**src/rtl/shift_deser.sv**
```systemverilog
// rtl/shift_deser.sv - serial-to-parallel receiver with one holding stage and sticky overrun
module shift_deser #(
  parameter int WIDTH = 10
) (
  input  logic                       clk,
  input  logic                       rst,
  input  logic                       serial_in,
  input  logic                       shift_en,
  input  logic                       frame_sync,
  input  logic                       out_ready,
  input  logic                       ovr_clr,
  output logic [WIDTH-1:0]           data_out,
  output logic                       data_valid,
  output logic                       overrun,
  output logic [$clog2(WIDTH+1)-1:0] bit_cnt
);

  localparam int CW = $clog2(WIDTH + 1);
  localparam logic [CW-1:0] LAST = CW'(WIDTH - 1);

  typedef enum logic {
    COLLECT = 1'b0,
    FULL    = 1'b1
  } state_t;

  state_t             r_state;
  // Only the upper WIDTH-1 bits of the shift register are ever reused.
  logic [WIDTH-2:0]   r_sr;
  logic [WIDTH-1:0]   r_data;
  logic [CW-1:0]      r_cnt;
  logic               r_ovr;

  logic [CW-1:0]      w_cnt_base;
  logic [WIDTH-1:0]   w_word;
  logic               w_complete;
  logic               w_free;
  logic               w_consume;

  assign w_cnt_base = frame_sync ? '0 : r_cnt;
  assign w_word     = {serial_in, r_sr};
  assign w_complete = shift_en && (w_cnt_base == LAST);
  assign w_free     = (r_state == COLLECT) || out_ready;
  assign w_consume  = (r_state == FULL) && out_ready;

  always_ff @(posedge clk) begin
    if (rst) begin
      r_state <= COLLECT;
      r_sr    <= '0;
      r_data  <= '0;
      r_cnt   <= '0;
      r_ovr   <= 1'b0;
    end else begin
      if (shift_en) begin
        r_sr <= w_word[WIDTH-1:1];
      end

      if (w_complete) begin
        r_cnt <= '0;
      end else if (shift_en) begin
        r_cnt <= w_cnt_base + CW'(1);
      end else begin
        r_cnt <= w_cnt_base;
      end

      if (w_complete && w_free) begin
        r_data <= w_word;
      end

      // A fresh drop beats a coincident clear.
      if (w_complete && !w_free) begin
        r_ovr <= 1'b1;
      end else if (ovr_clr) begin
        r_ovr <= 1'b0;
      end

      case (r_state)
        COLLECT: if (w_complete) r_state <= FULL;
        FULL:    if (w_consume && !w_complete) r_state <= COLLECT;
        default: r_state <= COLLECT;
      endcase
    end
  end

  assign data_out   = r_data;
  assign data_valid = (r_state == FULL);
  assign overrun    = r_ovr;
  assign bit_cnt    = r_cnt;

endmodule

```
**config.mk**
```make
export PLATFORM = sky130hd
export DESIGN_NAME = shift_deser
export DESIGN_NICKNAME = d
export VERILOG_FILES = /design/src/rtl/shift_deser.sv
export SDC_FILE = /design/constraint.sdc
export NUM_CORES = 1
export LEC_CHECK = 0
export CAP_MARGIN = 15
export CORE_MARGIN = 4
export CORE_UTILIZATION = 43
export DETAILED_ROUTE_END_ITERATION = 10
export GPL_TIMING_DRIVEN = 0
export PLACE_DENSITY_LB_ADDON = 0.25
export SYNTH_ARGS = -nofsm -noshare
export SYNTH_HDL_FRONTEND = slang
export SYNTH_SLANG_ARGS = --single-unit
```
**constraint.sdc**
```tcl
create_clock -name clk -period 1.35 [get_ports clk]
set_input_delay 0.27 -clock clk [delete_from_list [all_inputs] [get_ports clk]]
set_output_delay 0.27 -clock clk [all_outputs]
set_load 0.03 [all_outputs]
```
After elaboration in Yosys (flattened, before gate mapping)
Cells that the tools add are included.

word-level totals
  input bits = 7
  output and inout port bits = 16
  register bits after elaboration = 25

cells by class
  reductions and logical operators = 10
  mux-type cells = 7
  bitwise logic cells = 1
  eq/ne operators = 1
  add/sub/neg operators = 1

operators with widths
  kind                   count
  $mux W4                2
  $logic_and A1 B1 Y1    5
  $add A4 B1 Y4 const B  1
  $eq A4 B4 Y1 const B   1
  $mux W1                4
  $logic_not A1 Y1       2
  $pmux W1 S2            1
  $reduce_bool A2 Y1     1
  $reduce_or A2 Y1       1
  $logic_or A1 B1 Y1     1
  $not A1 Y1             1

Logic depth before layout (Yosys ltp)
Gate-level depths: netlist (run 1).

  depth after elaboration = 7
  mapped depth = 6
  depth with buffers taken out = 6

Worst setup path before layout (run 1)
No wires, ideal clock.

  kind = reg2reg
  start point = reg r_cnt[0] (netlist: bit_cnt[0])
  end point = reg r_data[0] (netlist: data_out[0])
  arrival time = 1.563 ns
  path buffers = 1
  path slack = -0.285 ns
  stages on the path, launching flop included = 7
  required time = 1.278 ns
  clock period less this slack = 1.635 ns
  path through = dfxtp_1 -> nor2b_1 -> ha_1 -> nand4b_1 -> nor3_2 -> buf_6 -> mux2i_1

on the way
  word-level cells in the longest chain between the ends = 4

ends and longest elaborated chain
  what                    line  RTL
  from (decl)             30    logic [CW-1:0] r_cnt;
  from (signal assigned)  60    r_cnt <= w_cnt_base + CW'(1);
  from (signal assigned)  62    r_cnt <= w_cnt_base;
  $mux W4                 39    assign w_cnt_base = frame_sync ? '0 : r_cnt;
  $eq A4 B4 Y1            41    assign w_complete = shift_en && (w_cnt_base == LAST);
  $logic_and A1 B1 Y1     41
  $logic_and A1 B1 Y1     65    if (w_complete && w_free) begin
  to (signal assigned)    66    r_data <= w_word;
  to (decl)               29    logic [WIDTH-1:0] r_data;

Every way passes these cells.
A chain may end at the register's enable or synchronous reset.

Final worst setup path (run 1)
Ends and elaborated chain as after synthesis.

==> results of run 1 <==
where the power goes:
group          leakage (nW)  internal, mW  switching, mW
combinational         0.319        0.0464         0.0491
sequential            0.203         0.745        0.00450
clock                0.0139         0.113          0.232
total                 0.536         0.904          0.286
layout make-up:
type                    count  area [µm²]
fillers                   213         935
multi-input cells          70         509
flip-flops and latches     25         507
repair buffers             26         179
well taps                  28        35.0
plain buffers               5        31.3
clock buffers               3        22.5
clock inverters             1        7.51
inverters                   2        7.51
routing by layer:
metal | vias up | routed length, µm
met1 | 370 | 918
met3 | 2 | 67
li1 | 398 | -
met4 | 0 | 23
met2 | 11 | 1070
met5 | - | 0
cell usage after synthesis:
cell / number / area [µm²]
buf_2: 1 / 5.00
inv_1: 1 / 3.75
nor2_2: 1 / 6.26
mux2i_1: 19 / 190
a31o_1: 1 / 8.76
xnor2_1: 2 / 17.5
nor2b_1: 2 / 12.5
dfxtp_1: 25 / 500
nand4b_1: 1 / 8.76
nor3b_1: 1 / 7.51
buf_4: 1 / 7.51
ha_1: 2 / 25.0
clkbuf_1: 2 / 7.51
inv_2: 1 / 3.75
xor2_1: 1 / 8.76
nor2_1: 9 / 33.8
nand4_1: 1 / 6.26
buf_6: 1 / 11.3
nor3_2: 1 / 10.0
nor3_1: 3 / 15.0
o21a_1: 1 / 7.51
nor4_1: 1 / 6.26
nand2_1: 15 / 56.3
mux2_2: 1 / 11.3
nand2b_1: 8 / 50.1
timing repair:
| item | CTS | global route |
|---|---|---|
| setup endpoints to repair | 32 | 31 |
| buffers inserted | 3 | 0 |
| endpoints found under the hold margin | 0 | 0 |
| cloned | 1 | 0 |
| resized for setup | 34 | 23 |
flip-flops by register name (all words and copies together), names as in the netlist:
name and cells:
r_sr 9, data_out 10, overrun 1, bit_cnt 4, data_valid 1
per-stage QoR:
stage	setup slack, ps	hold WS [ps]
floorplan	-44.5	349
global placement	-595	443
detailed placement	-644	452
CTS	-105	376
global route	-216	406
finish	-102	380
worst paths after layout:
| kind | startpoint | endpoint | slack [ps] | depth (start not counted) |
|---|---|---|---|---|
| worst max-delay path | bit_cnt[0] | data_out[0] | -100 | 6 |
| worst min-delay path | frame_sync | bit_cnt[3] | 380 | 2 |
| worst max register to register | bit_cnt[0] | data_out[0] | -100 | 6 |
| worst min register to register | data_out[4] | data_out[4] | 470 | 2 |
cell families after synthesis:
family / count (synthesis) / share of synthesized area (%)
buffers and inverters: 7 / 3.80
xor gates and xnor gates: 3 / 2.57
AOI/OAI and AO/OA: 2 / 1.59
adders and majority gates: 2 / 2.45
DFF: 25 / 49.0
muxes: 20 / 19.7
and+or+nand+nor: 43 / 20.8
==> summary.txt, run 1 <==
Run status
  – Status: finished, violations left
  – Failing checks: setup timing

Critical path
  – WP data required: 1620 ps
  – CP endpoint kind: flip-flop
  – Top Family by Delay on Critical Path: simple AND/OR/NAND/NOR gates
  – Critical path class: reg -> reg
  – Buf+Inv Stages, Crit Path: 1
  – CP max FO: 5
  – Critical Path Slowest Stage Cell: dfxtp_4
  – Crit-path cells: nor2b_4, ha_1, nand4b_1, nor3_2, buf_4, mux2i_1
  – Critical Path Start Type: flip-flop
  – Crit path largest cell delay: 370 ps
  – CP arrival: 1720 ps

Floorplanning
  – Starting density of the core: 45.7%
  – IO Pins: 23
  – Die area: 0.00322 mm²
  – Core Region: 0.00223 mm²
  – Die height: 56.7 µm
  – Die Wd: 56.7 µm
  – Cell Rows: 17

Global route
  – Largest net degree at the start of global routing: 16
  – GRT met2 Usage: 24.3%
  – Met1 usage: 15.7%
  – Met3 GRT Util: 3.22%
  – Busiest grt layer: met2
  – First-pass GRT wire length: 3420 µm
  – Number of global-route vias before repair: 776
  – All-Layer GR Usage: 14.0%
  – Gr ovfl total: 0
  – Initial antenna violation count: 0

Logic synthesis
  – Seq/Total Area, Yosys: 49.0%
  – Syn Inst Count: 102
  – Cell variety after synth: 25
  – Yosys warnings: 0
  – Mapped Nets: 111
  – Synthesized flop and latch total: 25
  – Syn_area_per_cell: 10.0 µm²
  – Netlist Area Pre-Place: 0.00102 mm²

Timing
  – FMAX: 0.689 GHz
  – Final Hold Viols: 0
  – Period utilisation layout: 108%
  – Setup TNS: -943 ps
  – Unrepaired setup endpoints after global routing: true
  – Tightest Pin Transition: 425 ps
  – Slew HR: 71.6%
  – PnR worst setup slack: -102 ps
  – Final Setup Violations: 11
  – Final slew viol count: 0
  – Final Critical Period: 1450 ps
  – Setup Skew: 12.9 ps

Clock tree
  – Worst skew pair latency: 320 ps
  – Clk buf depth: 2
  – CTS clk-pin slew, worst paths: 150 ps
  – TritonCTS Buffers: 3
  – # hold bufs at CTS: 0
  – CTS H-tree lvls: 1
  – Root Buffer Master: clkbuf_4
  – CTS tree: yes
  – Clock Sinks: 25

Finish
  – Most frequent cells in the layout: dfxtp_1, mux2i_1, nand2_1
  – Final nets: 142
  – Antenna Cells: 0
  – Final core utilization: 58.2%
  – Finished Layout Cells: 160
  – Area grow syn2layout: 27.2%
  – Design area: 0.00130 mm²
  – Most common cell after layout, fill and taps aside: dfxtp_1
  – Layout cell share with drive strength beyond 1: 27.3%

Placement
  – GPL Wtd Cong: 0.694
  – Detailed Place HPWL: 1430 µm
  – Placed cells: 152
  – Port buffer count: 22
  – Area of placed instances: 0.00129 mm²

Routing
  – Drt initial violations: 7
  – DR vias: 781
  – Drt pass-1 iters: 4
  – Total routed wirelength: 2080 µm
  – Post-DRT Antenna Nets: 0
  – # DRC: 0
  – DR WL/cell: 13.0 µm
  – Vias/cell: 4.88

Pwr
  – Maximum VDD drop: 0.000674 V
  – Power per Cell Area: 916 mW/mm²
  – Total power: 1.19 mW
  – Leakage Power: 0.536 nW

Hold path
  – Hold Crit Class: in -> reg

Run
  – MaxCap Viol Count: 0
Note: power is estimated with default switching activity, not from simulation.
==> run 2, diff against run 1 <==
CORE_UTILIZATION = 28   (was 43)
==> run 2 against run 1 <==
Effect of this change: largest cell class unchanged; the run still ends with setup timing left; critical path depth unchanged; clock-buffer cell count increased by 1; worst setup slack improved by 4.0 ps; sequential share of layout area decreased by 0.67 points; design area increased by 1.7%; non-clock buffer count unchanged; global-route usage decreased by 4.2 points; register-to-register slack about the same; sequential power about the same; largest power group unchanged; routed wire length decreased by 2.4%; final cell count increased by 11%; clock skew decreased by 4.1 ps.
==> summary.txt, run 2 (synthesis results as in run 1) <==
Finish
  – Design area: 0.00132 mm²
  – Layout cell share with drive strength beyond 1: 25.8%
  – Final core utilization: 38.7%
  – Most common cell after layout, fill and taps aside: dfxtp_1
  – Antenna Cells: 0
  – Finished Layout Cells: 178
  – Max reg flops: 10
  – Final nets: 142
  – Most frequent cells in the layout: dfxtp_1, mux2i_1, nand2_1
  – Area grow syn2layout: 29.4%

Global route
  – Largest net degree at the start of global routing: 14
  – Gr ovfl total: 0
  – Initial antenna violation count: 0
  – Number of global-route vias before repair: 767
  – All-Layer GR Usage: 9.80%
  – First-pass GRT wire length: 3420 µm

Routing
  – DR vias: 789
  – # DRC: 0
  – Post-DRT Antenna Nets: 0
  – Vias/cell: 4.43
  – DR WL/cell: 11.4 µm
  – Drt initial violations: 29
  – Total routed wirelength: 2030 µm
  – Drt pass-1 iters: 4

Timing
  – WHS: 406 ps
  – Slew HR: 71.3%
  – FMAX: 0.691 GHz
  – PnR worst setup slack: -97.7 ps
  – Setup Skew: 8.77 ps
  – Final Hold Viols: 0
  – Period utilisation layout: 107%
  – Final slew viol count: 0
  – Final Setup Violations: 11
  – Unrepaired setup endpoints after global routing: true
  – Setup TNS: -837 ps
  – Final Critical Period: 1450 ps
  – Tightest Pin Transition: 431 ps

Floorplanning
  – Starting density of the core: 29.9%
  – Die Wd: 68.4 µm
  – Die height: 68.4 µm
  – IO Pins: 23
  – Cell Rows: 21
  – Core Region: 0.00342 mm²
  – Die area: 0.00468 mm²

Clock tree
  – Clock Sinks: 25
  – # hold bufs at CTS: 0
  – CTS H-tree lvls: 1
  – TritonCTS Buffers: 3
  – CTS clk-pin slew, worst paths: 140 ps
  – Worst skew pair latency: 310 ps
  – Root Buffer Master: clkbuf_4
  – Clk buf depth: 2
  – CTS tree: yes

Pwr
  – Power per Cell Area: 887 mW/mm²
  – Total power: 1.17 mW
  – Leakage Power: 0.534 nW
  – Maximum VDD drop: 0.000611 V

Placement
  – Placed cells: 170
  – Area of placed instances: 0.00131 mm²
  – Port buffer count: 22
  – GPL Wtd Cong: 0.720
  – Detailed Place HPWL: 1430 µm
  – Place WS: -643 ps

Run status
  – Status: finished, violations left
  – Failing checks: setup timing

Critical path
  – Top Family by Delay on Critical Path: simple AND/OR/NAND/NOR gates
  – Critical Path Start Type: flip-flop
  – Buf+Inv Stages, Crit Path: 1
  – Critical path class: reg -> reg
  – Critical Path Slowest Stage Cell: dfxtp_4
  – Crit path largest cell delay: 370 ps
  – WP data required: 1590 ps
  – CP max FO: 5
  – CP arrival: 1690 ps
  – Crit-path cells: nor2b_4, ha_1, nand4b_1, nor3_4, buf_6, mux2i_1
  – CP endpoint kind: flip-flop

Run
  – MaxCap Viol Count: 0

Hold path
  – Hold Crit Class: in -> reg
## run 2: layout make-up
type | count | area, µm²
fillers | 370 | 2090
plain buffers | 5 | 32.5
repair buffers | 26 | 183
inverters | 2 | 7.51
clock buffers | 4 | 26.3
well taps | 46 | 57.6
multi-input cells | 70 | 508
flip-flops and latches | 25 | 507
## run 2: worst paths after layout
| kind | startpoint | end | slack, ps | cells past startpoint |
|---|---|---|---|---|
| setup / recovery | bit_cnt[0] | data_out[6] | -100 | 6 |
| hold / removal | frame_sync | bit_cnt[3] | 410 | 2 |
| setup reg to reg | bit_cnt[0] | data_out[6] | -100 | 6 |
| hold reg to reg | data_out[5] | data_out[5] | 470 | 2 |
## run 2: power breakdown
group | total [mW] | internal, mW | switching [mW]
sequential | 0.750 | 0.745 | 0.00523
clock | 0.328 | 0.115 | 0.213
combinational | 0.0947 | 0.0472 | 0.0475
total | 1.17 | 0.907 | 0.266
## run 2: timing repair
item,in CTS,in global routing
buffers inserted,2,1
setup endpoints to repair,32,28
resized for setup,32,29
gates cloned,1,0
pin swaps,0,1
## run 2: layer usage
| layer | routed length (µm) | vias up | track usage (%) |
|---|---|---|---|
| met5 | 0 | - | 0 |
| met4 | 20 | 0 | 2.23 |
| met3 | 155 | 2 | 4.27 |
| met2 | 860 | 24 | 15.4 |
| met1 | 992 | 360 | 12.3 |
| li1 | - | 403 | - |
